===== src/rtl/mul_ctrl_pkg.sv =====
// Shared definitions for the multiply issue controller: the state encoding,
// the default multiplier latency and watchdog slack, and the cycle counter width.
package mul_ctrl_pkg;

    localparam int MUL_LATENCY_DEF   = 32;
    localparam int TIMEOUT_SLACK_DEF = 4;
    localparam int CNT_W             = 6;

    typedef enum logic [1:0] {
        IDLE  = 2'd0,
        START = 2'd1,
        BUSY  = 2'd2,
        RESP  = 2'd3
    } mul_state_e;

endpackage


===== src/rtl/mul_cycle_counter.sv =====
// Small cycle counter with synchronous clear and enable. The terminal output is
// high while the count equals TERMINAL; the controller uses it as its watchdog.
module mul_cycle_counter
    import mul_ctrl_pkg::*;
#(
    parameter logic [CNT_W-1:0] TERMINAL = CNT_W'(MUL_LATENCY_DEF + TIMEOUT_SLACK_DEF - 1)
) (
    input  logic clk,
    input  logic reset_n,
    input  logic clear,
    input  logic enable,
    output logic terminal
);

    logic [CNT_W-1:0] count_q;
    logic [CNT_W-1:0] count_d;

    // Clear wins over enable so a fresh operation always starts counting from zero
    always_comb begin
        count_d = count_q;
        if (clear) begin
            count_d = '0;
        end else if (enable) begin
            count_d = count_q + 1'b1;
        end
    end

    // Count register with synchronous active-low reset
    always_ff @(posedge clk) begin
        if (!reset_n) begin
            count_q <= '0;
        end else begin
            count_q <= count_d;
        end
    end

    assign terminal = (count_q == TERMINAL);

endmodule


===== src/rtl/mul_issue_ctrl.sv =====
// Issue controller between the execute stage and the iterative Booth multiplier.
// Accepts one request, pulses the multiplier start, waits for its ready (with a
// watchdog), then holds the response until the consumer takes it. Flush returns
// to IDLE from any state.
// Optional build macro MUL_ZERO_SKIP_EN: a request with a zero operand bypasses
// the multiplier and responds with a zero product one cycle after acceptance.
module mul_issue_ctrl
    import mul_ctrl_pkg::*;
#(
    parameter int MUL_LATENCY   = MUL_LATENCY_DEF,
    parameter int TIMEOUT_SLACK = TIMEOUT_SLACK_DEF
) (
    input  logic        clk,
    input  logic        reset_n,
    input  logic        req_valid,
    output logic        req_ready,
    input  logic [31:0] req_a,
    input  logic [31:0] req_b,
    input  logic        flush,
    output logic        resp_valid,
    input  logic        resp_ready,
    output logic [31:0] resp_prod,
    output logic        resp_exc,
    output logic        resp_timeout,
    output logic        busy,
    output logic        mul_start,
    output logic [31:0] mul_a,
    output logic [31:0] mul_b,
    input  logic        mul_ready,
    input  logic        mul_exc,
    input  logic [31:0] mul_out
);

    // The counter is cleared in START and reads 0 in the first BUSY cycle, so
    // comparing against limit-1 fires in the last allowed BUSY cycle.
    localparam logic [CNT_W-1:0] WDOG_TERM = CNT_W'(MUL_LATENCY + TIMEOUT_SLACK - 1);

    mul_state_e  state_q, state_d;
    logic [31:0] a_q, a_d;
    logic [31:0] b_q, b_d;
    logic [31:0] prod_q, prod_d;
    logic        exc_q, exc_d;
    logic        tmo_q, tmo_d;
    logic        cnt_clear;
    logic        cnt_enable;
    logic        wdog_hit;
    logic        zero_op;

`ifdef MUL_ZERO_SKIP_EN
    assign zero_op = (req_a == 32'd0) || (req_b == 32'd0);
`else
    assign zero_op = 1'b0;
`endif

    mul_cycle_counter #(
        .TERMINAL (WDOG_TERM)
    ) u_cycle_counter (
        .clk      (clk),
        .reset_n  (reset_n),
        .clear    (cnt_clear),
        .enable   (cnt_enable),
        .terminal (wdog_hit)
    );

    // Next-state, operand/result capture and counter control; flush overrides all
    always_comb begin
        state_d    = state_q;
        a_d        = a_q;
        b_d        = b_q;
        prod_d     = prod_q;
        exc_d      = exc_q;
        tmo_d      = tmo_q;
        cnt_clear  = 1'b0;
        cnt_enable = 1'b0;

        if (flush) begin
            state_d = IDLE;
        end else begin
            case (state_q)
                IDLE: begin
                    if (req_valid) begin
                        a_d   = req_a;
                        b_d   = req_b;
                        exc_d = 1'b0;
                        tmo_d = 1'b0;
                        if (zero_op) begin
                            prod_d  = 32'd0;
                            state_d = RESP;
                        end else begin
                            state_d = START;
                        end
                    end
                end
                START: begin
                    cnt_clear = 1'b1;
                    state_d   = BUSY;
                end
                BUSY: begin
                    cnt_enable = 1'b1;
                    if (mul_ready) begin
                        prod_d  = mul_out;
                        exc_d   = mul_exc;
                        tmo_d   = 1'b0;
                        state_d = RESP;
                    end else if (wdog_hit) begin
                        prod_d  = 32'd0;
                        exc_d   = 1'b0;
                        tmo_d   = 1'b1;
                        state_d = RESP;
                    end
                end
                RESP: begin
                    if (resp_ready) begin
                        state_d = IDLE;
                    end
                end
                default: begin
                    state_d = IDLE;
                end
            endcase
        end
    end

    // Handshake and multiplier outputs decoded from the current state
    always_comb begin
        req_ready    = (state_q == IDLE);
        resp_valid   = (state_q == RESP);
        busy         = (state_q != IDLE);
        mul_start    = (state_q == START);
        mul_a        = a_q;
        mul_b        = b_q;
        resp_prod    = prod_q;
        resp_exc     = exc_q;
        resp_timeout = tmo_q;
    end

    // State, operand and result registers with synchronous active-low reset
    always_ff @(posedge clk) begin
        if (!reset_n) begin
            state_q <= IDLE;
            a_q     <= '0;
            b_q     <= '0;
            prod_q  <= '0;
            exc_q   <= 1'b0;
            tmo_q   <= 1'b0;
        end else begin
            state_q <= state_d;
            a_q     <= a_d;
            b_q     <= b_d;
            prod_q  <= prod_d;
            exc_q   <= exc_d;
            tmo_q   <= tmo_d;
        end
    end

endmodule


===== config.mk =====
export PLATFORM = sky130hd
export DESIGN_NAME = mul_issue_ctrl
export DESIGN_NICKNAME = d
export VERILOG_FILES = /design/src/rtl/mul_ctrl_pkg.sv /design/src/rtl/mul_cycle_counter.sv /design/src/rtl/mul_issue_ctrl.sv
export SDC_FILE = /design/constraint.sdc
export NUM_CORES = 1
export LEC_CHECK = 0
export BUFFER_PORTS_ARGS = -buffer_cell sky130_fd_sc_hd__buf_2
export CAP_MARGIN = 20
export CORE_MARGIN = 2
export CORE_UTILIZATION = 50
export CTS_BUF_LIST = sky130_fd_sc_hd__clkbuf_8
export CTS_CLUSTER_SIZE = 16
export DETAILED_ROUTE_END_ITERATION = 6
export PLACE_DENSITY = 0.95
export SETUP_SLACK_MARGIN = 0.5
export SLEW_MARGIN = 0
export SYNTH_ARGS = -nofsm -noshare
export SYNTH_HDL_FRONTEND = slang
export SYNTH_SLANG_ARGS = --single-unit

===== constraint.sdc =====
create_clock -name clk -period 4.4 [get_ports clk]
set_input_delay 0.44 -clock clk [delete_from_list [all_inputs] [get_ports clk]]
set_output_delay 0.44 -clock clk [all_outputs]
set_load 0.01 [all_outputs]

# ---- Yosys cells after proc, flatten, opt, wreduce, memory -nomap -nowiden
# Index checks and enable logic that the tools add are counted.
dict set report word_totals {
  reg_bits 106
}
dict set report classes {
  add_sub_neg 1
  eq_ne 7
  mux 18
  bitwise 2
  n_reduce_logical 10
}
# cell count
set op_table {}
lappend op_table {{$mux 32} 2}
lappend op_table {{$mux 1} 9}
lappend op_table {{$reduce_and 3->1} 3}
lappend op_table {{$mux 2} 4}
lappend op_table {{$pmux 2 s4} 1}
lappend op_table {{$add 6x1->6 const B} 1}
lappend op_table {{$eq 6x6->1 const B} 1}
lappend op_table {{$reduce_bool 2->1} 3}
lappend op_table {{$eq 2x2->1 const B} 2}
lappend op_table {{$pmux 1 s2} 2}
lappend op_table {{$reduce_and 4->1} 1}
lappend op_table {{$reduce_or 2->1} 2}
lappend op_table {{$ne 3x2->1 const B} 1}
lappend op_table {{$eq 2x1->1 const B} 1}
lappend op_table {{$logic_not 2->1} 1}
lappend op_table {{$ne 2x1->1 const B} 1}
lappend op_table {{$ne 2x2->1 const B} 1}
lappend op_table {{$not 1->1} 2}

# ---- Logic depth before layout (Yosys ltp)
# Gate-level depths: netlist of run 1.
dict set report depth {
  ltp_word 4
  ltp_mapped 8
  mapped_depth_nobuf 6
}

# ---- Modules after synthesis
# Synthesis of run 1 repeated with hierarchy kept, for this count alone.
dict set report hier_totals {
  hier_cells 483
  area_unflattened_um2 4230.3
}
# module n_inst cells_each area_each_um2 seq_area_each_um2
set by_module_without_submodules {}
lappend by_module_without_submodules {mul_issue_ctrl 1 456 3971.3 2001.9}
lappend by_module_without_submodules {mul_cycle_counter 1 27 259.0 120.1}

# ---- Worst setup path before layout of run 1
# OpenSTA, ideal clock, no wires.
dict set report synth_timing {
  path_kind {flip-flop to flip-flop}
  start {register state_q[0]}
  end {register prod_q[10] (netlist: resp_prod[10])}
  setup_ns 0.117
  t_arrival_ns 1.443
  required_time_ns 4.283
  setup_slack_ns 2.840
  path_stages_with_launch 8
  n_path_buf 2
  cell_sequence {dfxtp_1 -> inv_1 -> ha_1 -> nor2b_4 -> buf_6 -> a31oi_4 -> buf_6 -> a22o_1}
}
dict set report synth_via {
  elab_chain_len 2
}
# element line_no
set synth_rtl {}
lappend synth_rtl {{start: declaration} mul_issue_ctrl.sv:38} ;# mul_state_e state_q, state_d;
lappend synth_rtl {{start signal: assignment} mul_issue_ctrl.sv:147} ;# state_q <= state_d;
lappend synth_rtl {{$eq 2x2->1} mul_issue_ctrl.sv:79} ;# case (state_q)
lappend synth_rtl {{$reduce_and 3->1 (no line)} --}
lappend synth_rtl {{end signal: assignment} mul_issue_ctrl.sv:150} ;# prod_q <= prod_d;
lappend synth_rtl {{end: declaration} mul_issue_ctrl.sv:41} ;# logic [31:0] prod_q, prod_d;
# Every way passes these cells.
# A chain may end at the register's enable or synchronous reset.

# ---- Worst setup path after layout of run 1
dict set report layout_timing {
  start {register state_q[0]}
  end {register b_q[28] (netlist: mul_b[28])}
}
dict set report layout_via {
  elab_chain_len 2
}
# element line_no
set layout_rtl {}
lappend layout_rtl {{$logic_not 2->1} mul_issue_ctrl.sv:79}
lappend layout_rtl {{$reduce_and 3->1 (no line)} --}
lappend layout_rtl {{end signal: assignment} mul_issue_ctrl.sv:142} ;# b_q <= '0;
lappend layout_rtl {{end signal: assignment} mul_issue_ctrl.sv:149} ;# b_q <= b_d;
lappend layout_rtl {{end: declaration} mul_issue_ctrl.sv:40} ;# logic [31:0] b_q, b_d;
# Every way passes these cells.

==> results.json, run 1 <==
{
  "start_util_pct": 51.5,
  "grt_pass1_vias": 3391,
  "tritoncts": "done",
  "globalRouteOverflowTotal": 0,
  "r2r_slack_ns": 2.24,
  "placed_cells": 696,
  "die_x_um": 93.2,
  "hold_viol": 0,
  "firstDrtPassIters": 4,
  "num-fill-cells": 625,
  "ys_seq_elements": 106,
  "dr.first_iter.drc_count": 156,
  "syn-cell-area_um2": 3980,
  "cp_data_required_time_ns": 4.66,
  "syn-num-nets": 527,
  "critical-path-slowest-cell": "buf_4",
  "fmax_mhz": 462,
  "regArea_um2": 2120,
  "yosysSeqAreaShare_pct": 53.3,
  "async_reset_ff_share_pct": 0,
  "cp.buffers_inverters": 2,
  "netlist_top_cells_count": "nand2_1 (133), dfxtp_1 (106), a21boi_1 (40), a22o_1 (30), a21boi_0 (26)",
  "rows": 32,
  "finalCritPeriodShare_pct": 49.2,
  "grt.total_usage_pct": 22.3,
  "cp.arrival_ns": 2.42,
  "path_max_fanout": 41,
  "drtAntennaViolNets": 0,
  "cp-end-kind": "flip-flop",
  "final_nets": 715,
  "n_antenna_cell": 0,
  "instances_no_fill": 713,
  "grt_pass1_wl_um": 15600,
  "detail_route.vias_per_cell": 5.03,
  "multi_input_area_um2": 1680,
  "status": "complete, no violations",
  "grt_max_degree": 70,
  "io_pins": 205,
  "wl_um": 10100,
  "synth_top_area_share_pct": 53.3,
  "place.gp.congestion": 0.835,
  "startpoint_type": "flip-flop",
  "syn_inst": 418,
  "powerDensity_nw_per_um2": 338,
  "syn_area_per_cell_um2": 9.52,
  "syn_to_final_growth_pct": 29.8,
  "wl_per_cell_um": 14.1,
  "slew_headroom_pct": 35.9,
  "finClkSkew_ns": 0.0154,
  "grt_setup_unrepaired": "no",
  "setup_violations": 0,
  "path_delay_family": "simple AND/OR/NAND/NOR gates",
  "coreArea_um2": 7730,
  "clk_pin_slew_ns": 0.11,
  "vias": 3586,
  "grt_antenna_before_repair": 0,
  "clk_latency_ns": 0.35,
  "yosys_warnings": 0,
  "power_w": 0.00174,
  "utilization_pct": 66.9,
  "cts-buffers-inserted": 9,
  "dieArea_um2": 8690,
  "cts_max_level": 3,
  "path_class": "reg2reg",
  "hold_buffers": 0,
  "synth-edff-count": 0,
  "ys_types": 36,
  "drive_gt1_share_pct": 38.1,
  "clock_tree.root_cell": "clkbuf_8",
  "cpPeakStageDelay_ns": 0.48,
  "postCtsSetupBuffers": 0,
  "worstMarginPinSlew_ns": 0.961,
  "die_h_um": 93.2,
  "synth.most_common_cell": "nand2_1",
  "cts_buffer_depth": 2,
  "hold_path.class": "in2reg",
  "yosys.area.top_type": "dfxtp_1",
  "maxCapViolations": 0,
  "synth_area_leaders": "dfxtp_1 (53%), nand2_1 (13%), a21boi_1 (7.5%)",
  "whs_ns": 0.287,
  "cts_resized": 0,
  "post-route-drc-count": 0,
  "cts.sinks": 106,
  "layout_min_cycle_time_ns": 2.16,
  "port_buffers": 204,
  "ys.flop_type": "dfxtp_1",
  "crit_top_cell": "nand2_1",
  "path_cells": "inv_1 > ha_1 > nand2_1 > nor2_4 > buf_4 > nand2_1 > a21boi_0",
  "dpl.hpwl_um": 7380,
  "fin_tns_setup_ns": 0,
  "ir_drop_mv": 0.185,
  "p_leak_nw": 2.47,
  "slew_viol_final": 0
}
-- state kept, by name, indices dropped and copies added (netlist names) --
signal / flops
mul_b: 32
state_q: 2
resp_timeout: 1
resp_prod: 32
u_cycle_counter.count_q: 6
resp_exc: 1
mul_a: 32
-- worst paths after layout --
path	from	to	cells past startpoint
worst max-delay path	state_q[0]$_SDFFE_PP0P_	mul_b[28]$_SDFFE_PN0P_	7
worst min-delay path	mul_out[8]	resp_prod[8]$_SDFFE_PN0P_	2
worst max register to register	state_q[0]$_SDFFE_PP0P_	mul_b[28]$_SDFFE_PN0P_	7
worst min register to register	mul_a[22]$_SDFFE_PN0P_	mul_a[22]$_SDFFE_PN0P_	2
-- report_power, final --
group          total [W]  switching, W  leakage, nW  internal [W]
logic           0.000198      0.000109         1.52     0.0000895
registers        0.00101     0.0000151        0.861      0.000990
clock network   0.000540      0.000329       0.0929      0.000211
-- cells by family after synthesis --
kind of cell / count (synthesis) / share of synthesized area, %
buffers and inverters: 33 / 4.69
adder cells (fa/ha/maj): 6 / 1.89
AND/OR/NAND/NOR: 158 / 16.6
flip-flops: 106 / 53.3
AO/OA/AOI/OAI: 108 / 21.8
multiplexers: 2 / 0.535
XOR/XNOR: 5 / 1.10
-- metal layers --
layer | GRT usage, % | up-vias | part of all wire (%)
met5 | 0 | - | 0
met4 | 5.76 | 0 | 0.56
met3 | 4.19 | 5 | 6.1
met2 | 41.2 | 124 | 52
met1 | 26.3 | 1683 | 41
li1 | - | 1774 | -
-- layout by cell type, fill, tap and decap left out, drive strengths merged --
cell type / instances
buf: 206
nand2: 133
dfxtp: 106
a21boi: 66
a22o: 32
clkbuf: 9
nor2: 9
inv: 7
ha: 6
xor2: 4
o21ai: 3
nand4: 3
nor2b: 3
and3: 3
clkinv: 3
nand2b: 2
o31ai: 2
a31oi: 2
or2: 1
and2b: 1
o221ai: 1
nor3b: 1
or3: 1
mux2i: 1
xnor2: 1
o211ai: 1
mux2: 1
nand4b: 1
a21bo: 1
clkinvlp: 1
-- layout make-up --
type                       count  area share (%)
clock buffer                   9            2.40
clock inverter                 7            1.04
inverter                       4           0.291
multi-input combinational    279            32.4
sequential                   106            41.1
tap                          102            2.47
timing repair buffer         206            20.3
-- stage by stage --
stage,area [um2],setup slack (ns)
6_report,5170,2.24
4_1_cts,5150,2.13
3_3_place_gp,4970,1.98
2_1_floorplan,3980,2.84
3_5_place_dp,4970,1.88
5_1_grt,5170,1.98
(Power assumes the default switching activity.)
==> run 2: changes to the inputs <==
- CORE_UTILIZATION: 50 -> 42
- PLACE_DENSITY: 0.95 -> 0.88
- clock period: 4.4 -> 1.75 ns (I/O delays scaled with it)
==> run 2 against run 1 <==
  * Non-clock buffer count grew 59
  * First-iteration DRC count fell by 44%
  * Combinational power grew to 5.2 times the previous value
  * Clock-buffer cell count increased by 2
  * Critical path depth increased by 1
  * Setup slack got worse by 2.1 ns
  * Critical path type unchanged
==> results.json, run 2 (synthesis gave the netlist of run 1 again) <==
{
  "startpoint_type": "flip-flop",
  "path_class": "reg2reg",
  "drtAntennaViolNets": 0,
  "layout_min_cycle_time_ns": 1.58,
  "globalRouteOverflowTotal": 0,
  "place.gp.congestion": 0.798,
  "grt.total_usage_pct": 25.2,
  "vias": 4059,
  "cts-buffers-inserted": 9,
  "die_x_um": 101,
  "hold_viol": 0,
  "detail_route.vias_per_cell": 5.19,
  "worstRegToRegCells": 8,
  "powerDensity_nw_per_um2": 714,
  "grt_max_degree": 38,
  "path_cells": "inv_4 > ha_4 > nor2b_4 > buf_12 > buf_12 > a31oi_4 > buf_6 > a22o_1",
  "finalCritPeriodShare_pct": 90.1,
  "whs_ns": 0.0242,
  "finClkSkew_ns": 0.0119,
  "hold_path.class": "in2reg",
  "final_common_cell": "buf_2",
  "final_nets": 775,
  "ir_drop_mv": 0.516,
  "fmax_mhz": 634,
  "p_leak_nw": 3.32,
  "critical-path-slowest-cell": "dfxtp_2",
  "crit_top_cell": "buf_12",
  "hold_buffers": 0,
  "clock_tree.root_cell": "clkbuf_8",
  "worstMarginPinSlew_ns": 0.400,
  "wl_per_cell_um": 18.0,
  "instances_no_fill": 782,
  "maxCapViolations": 0,
  "cp-end-kind": "flip-flop",
  "slew_headroom_pct": 73.2,
  "coreArea_um2": 9200,
  "grt_antenna_before_repair": 0,
  "grt_pass1_wl_um": 20100,
  "wl_um": 14100,
  "cp.arrival_ns": 1.83,
  "cp_data_required_time_ns": 2.01,
  "power_w": 0.00506,
  "rows": 35,
  "status": "complete, no violations",
  "path_max_fanout": 6,
  "grt_pass1_vias": 4088,
  "syn_to_final_growth_pct": 78.2,
  "slew_viol_final": 0,
  "drive_gt1_share_pct": 65.1,
  "n_antenna_cell": 0,
  "port_buffers": 204,
  "dr.first_iter.drc_count": 87,
  "layout_common_cells": "buf_2 (200), dfxtp_1 (102), nand2_4 (60)",
  "die_h_um": 101,
  "utilization_pct": 77.1,
  "start_util_pct": 43.3,
  "hold_depth": 2,
  "io_pins": 205,
  "cts.sinks": 106,
  "cts_max_level": 3,
  "dpl.hpwl_um": 7430,
  "placed_cells": 711,
  "clk_latency_ns": 0.36,
  "clk_pin_slew_ns": 0.11,
  "cts_buffer_depth": 2,
  "dieArea_um2": 10300,
  "cpPeakStageDelay_ns": 0.35,
  "setup_violations": 0,
  "tritoncts": "done",
  "grt_setup_unrepaired": "yes",
  "firstDrtPassIters": 4,
  "post-route-drc-count": 0
}
[run 2: cell count changes in the layout (fill, tap and decap cells not counted), sizes merged]
cell and delta:
buf +56, a31oi +1, clkinv -1, bufbuf +1, clkbuf +4, clkinvlp -1
[run 2: area by class of cell]
class | instances | area (um2)
clock buffers | 11 | 151
fillers | 558 | 2100
flip-flops and latches | 106 | 2130
clock inverters | 5 | 43.8
repair buffers | 265 | 2110
well taps | 111 | 139
multi-input cells | 280 | 2500
inverters | 4 | 25.0
[run 2: repair_timing]
action | in CTS | in global routing
setup buffers | 31 | 6
resized for setup | 125 | 128
setup endpoints to repair | 109 | 110
pin swaps | 83 | 75
gates cloned | 17 | 1
[run 2: power breakdown]
part	internal [W]	total, W	switching, W
clock	0.000618	0.00147	0.000857
sequential	0.00249	0.00256	0.0000760
combinational	0.000559	0.00102	0.000464
[run 2: final timing paths]
kind | from | slack, ns | endpoint
max | state_q[0]$_SDFFE_PP0P_ | 0.17 | resp_prod[21]$_SDFFE_PN0P_
min | mul_out[9] | 0.02 | resp_prod[9]$_SDFFE_PN0P_
max reg2reg | state_q[0]$_SDFFE_PP0P_ | 0.17 | resp_prod[21]$_SDFFE_PN0P_
min reg2reg | mul_a[16]$_SDFFE_PN0P_ | 0.47 | mul_a[16]$_SDFFE_PN0P_
[run 2: metrics by stage]
stage	instance area [um2]	worst slack (ns)	setup TNS [ns]
4_1_cts	6490	0.229	0
6_report	7090	0.174	0
3_3_place_gp	5090	0.0506	0
5_1_grt	7090	0.127	0
3_5_place_dp	5090	-0.0313	-0.418
2_1_floorplan	4080	0.376	0
[run 2: routing by layer]
metal | vias up | GRT usage, % | wire (um)
met5 | - | 0 | 0
met4 | 0 | 6.65 | 140
met3 | 14 | 7.25 | 953
met2 | 160 | 47.3 | 7680
met1 | 1972 | 27.8 | 5320
li1 | 1913 | - | -
[run 2: critical path: cells and delay by family (launching register included)]
kind | cells | cell delay (ns)
buf+inv | 4 | 0.44
fa+ha+maj | 1 | 0.17
flops | 1 | 0.35
simple gates | 1 | 0.20
compound gates | 2 | 0.30
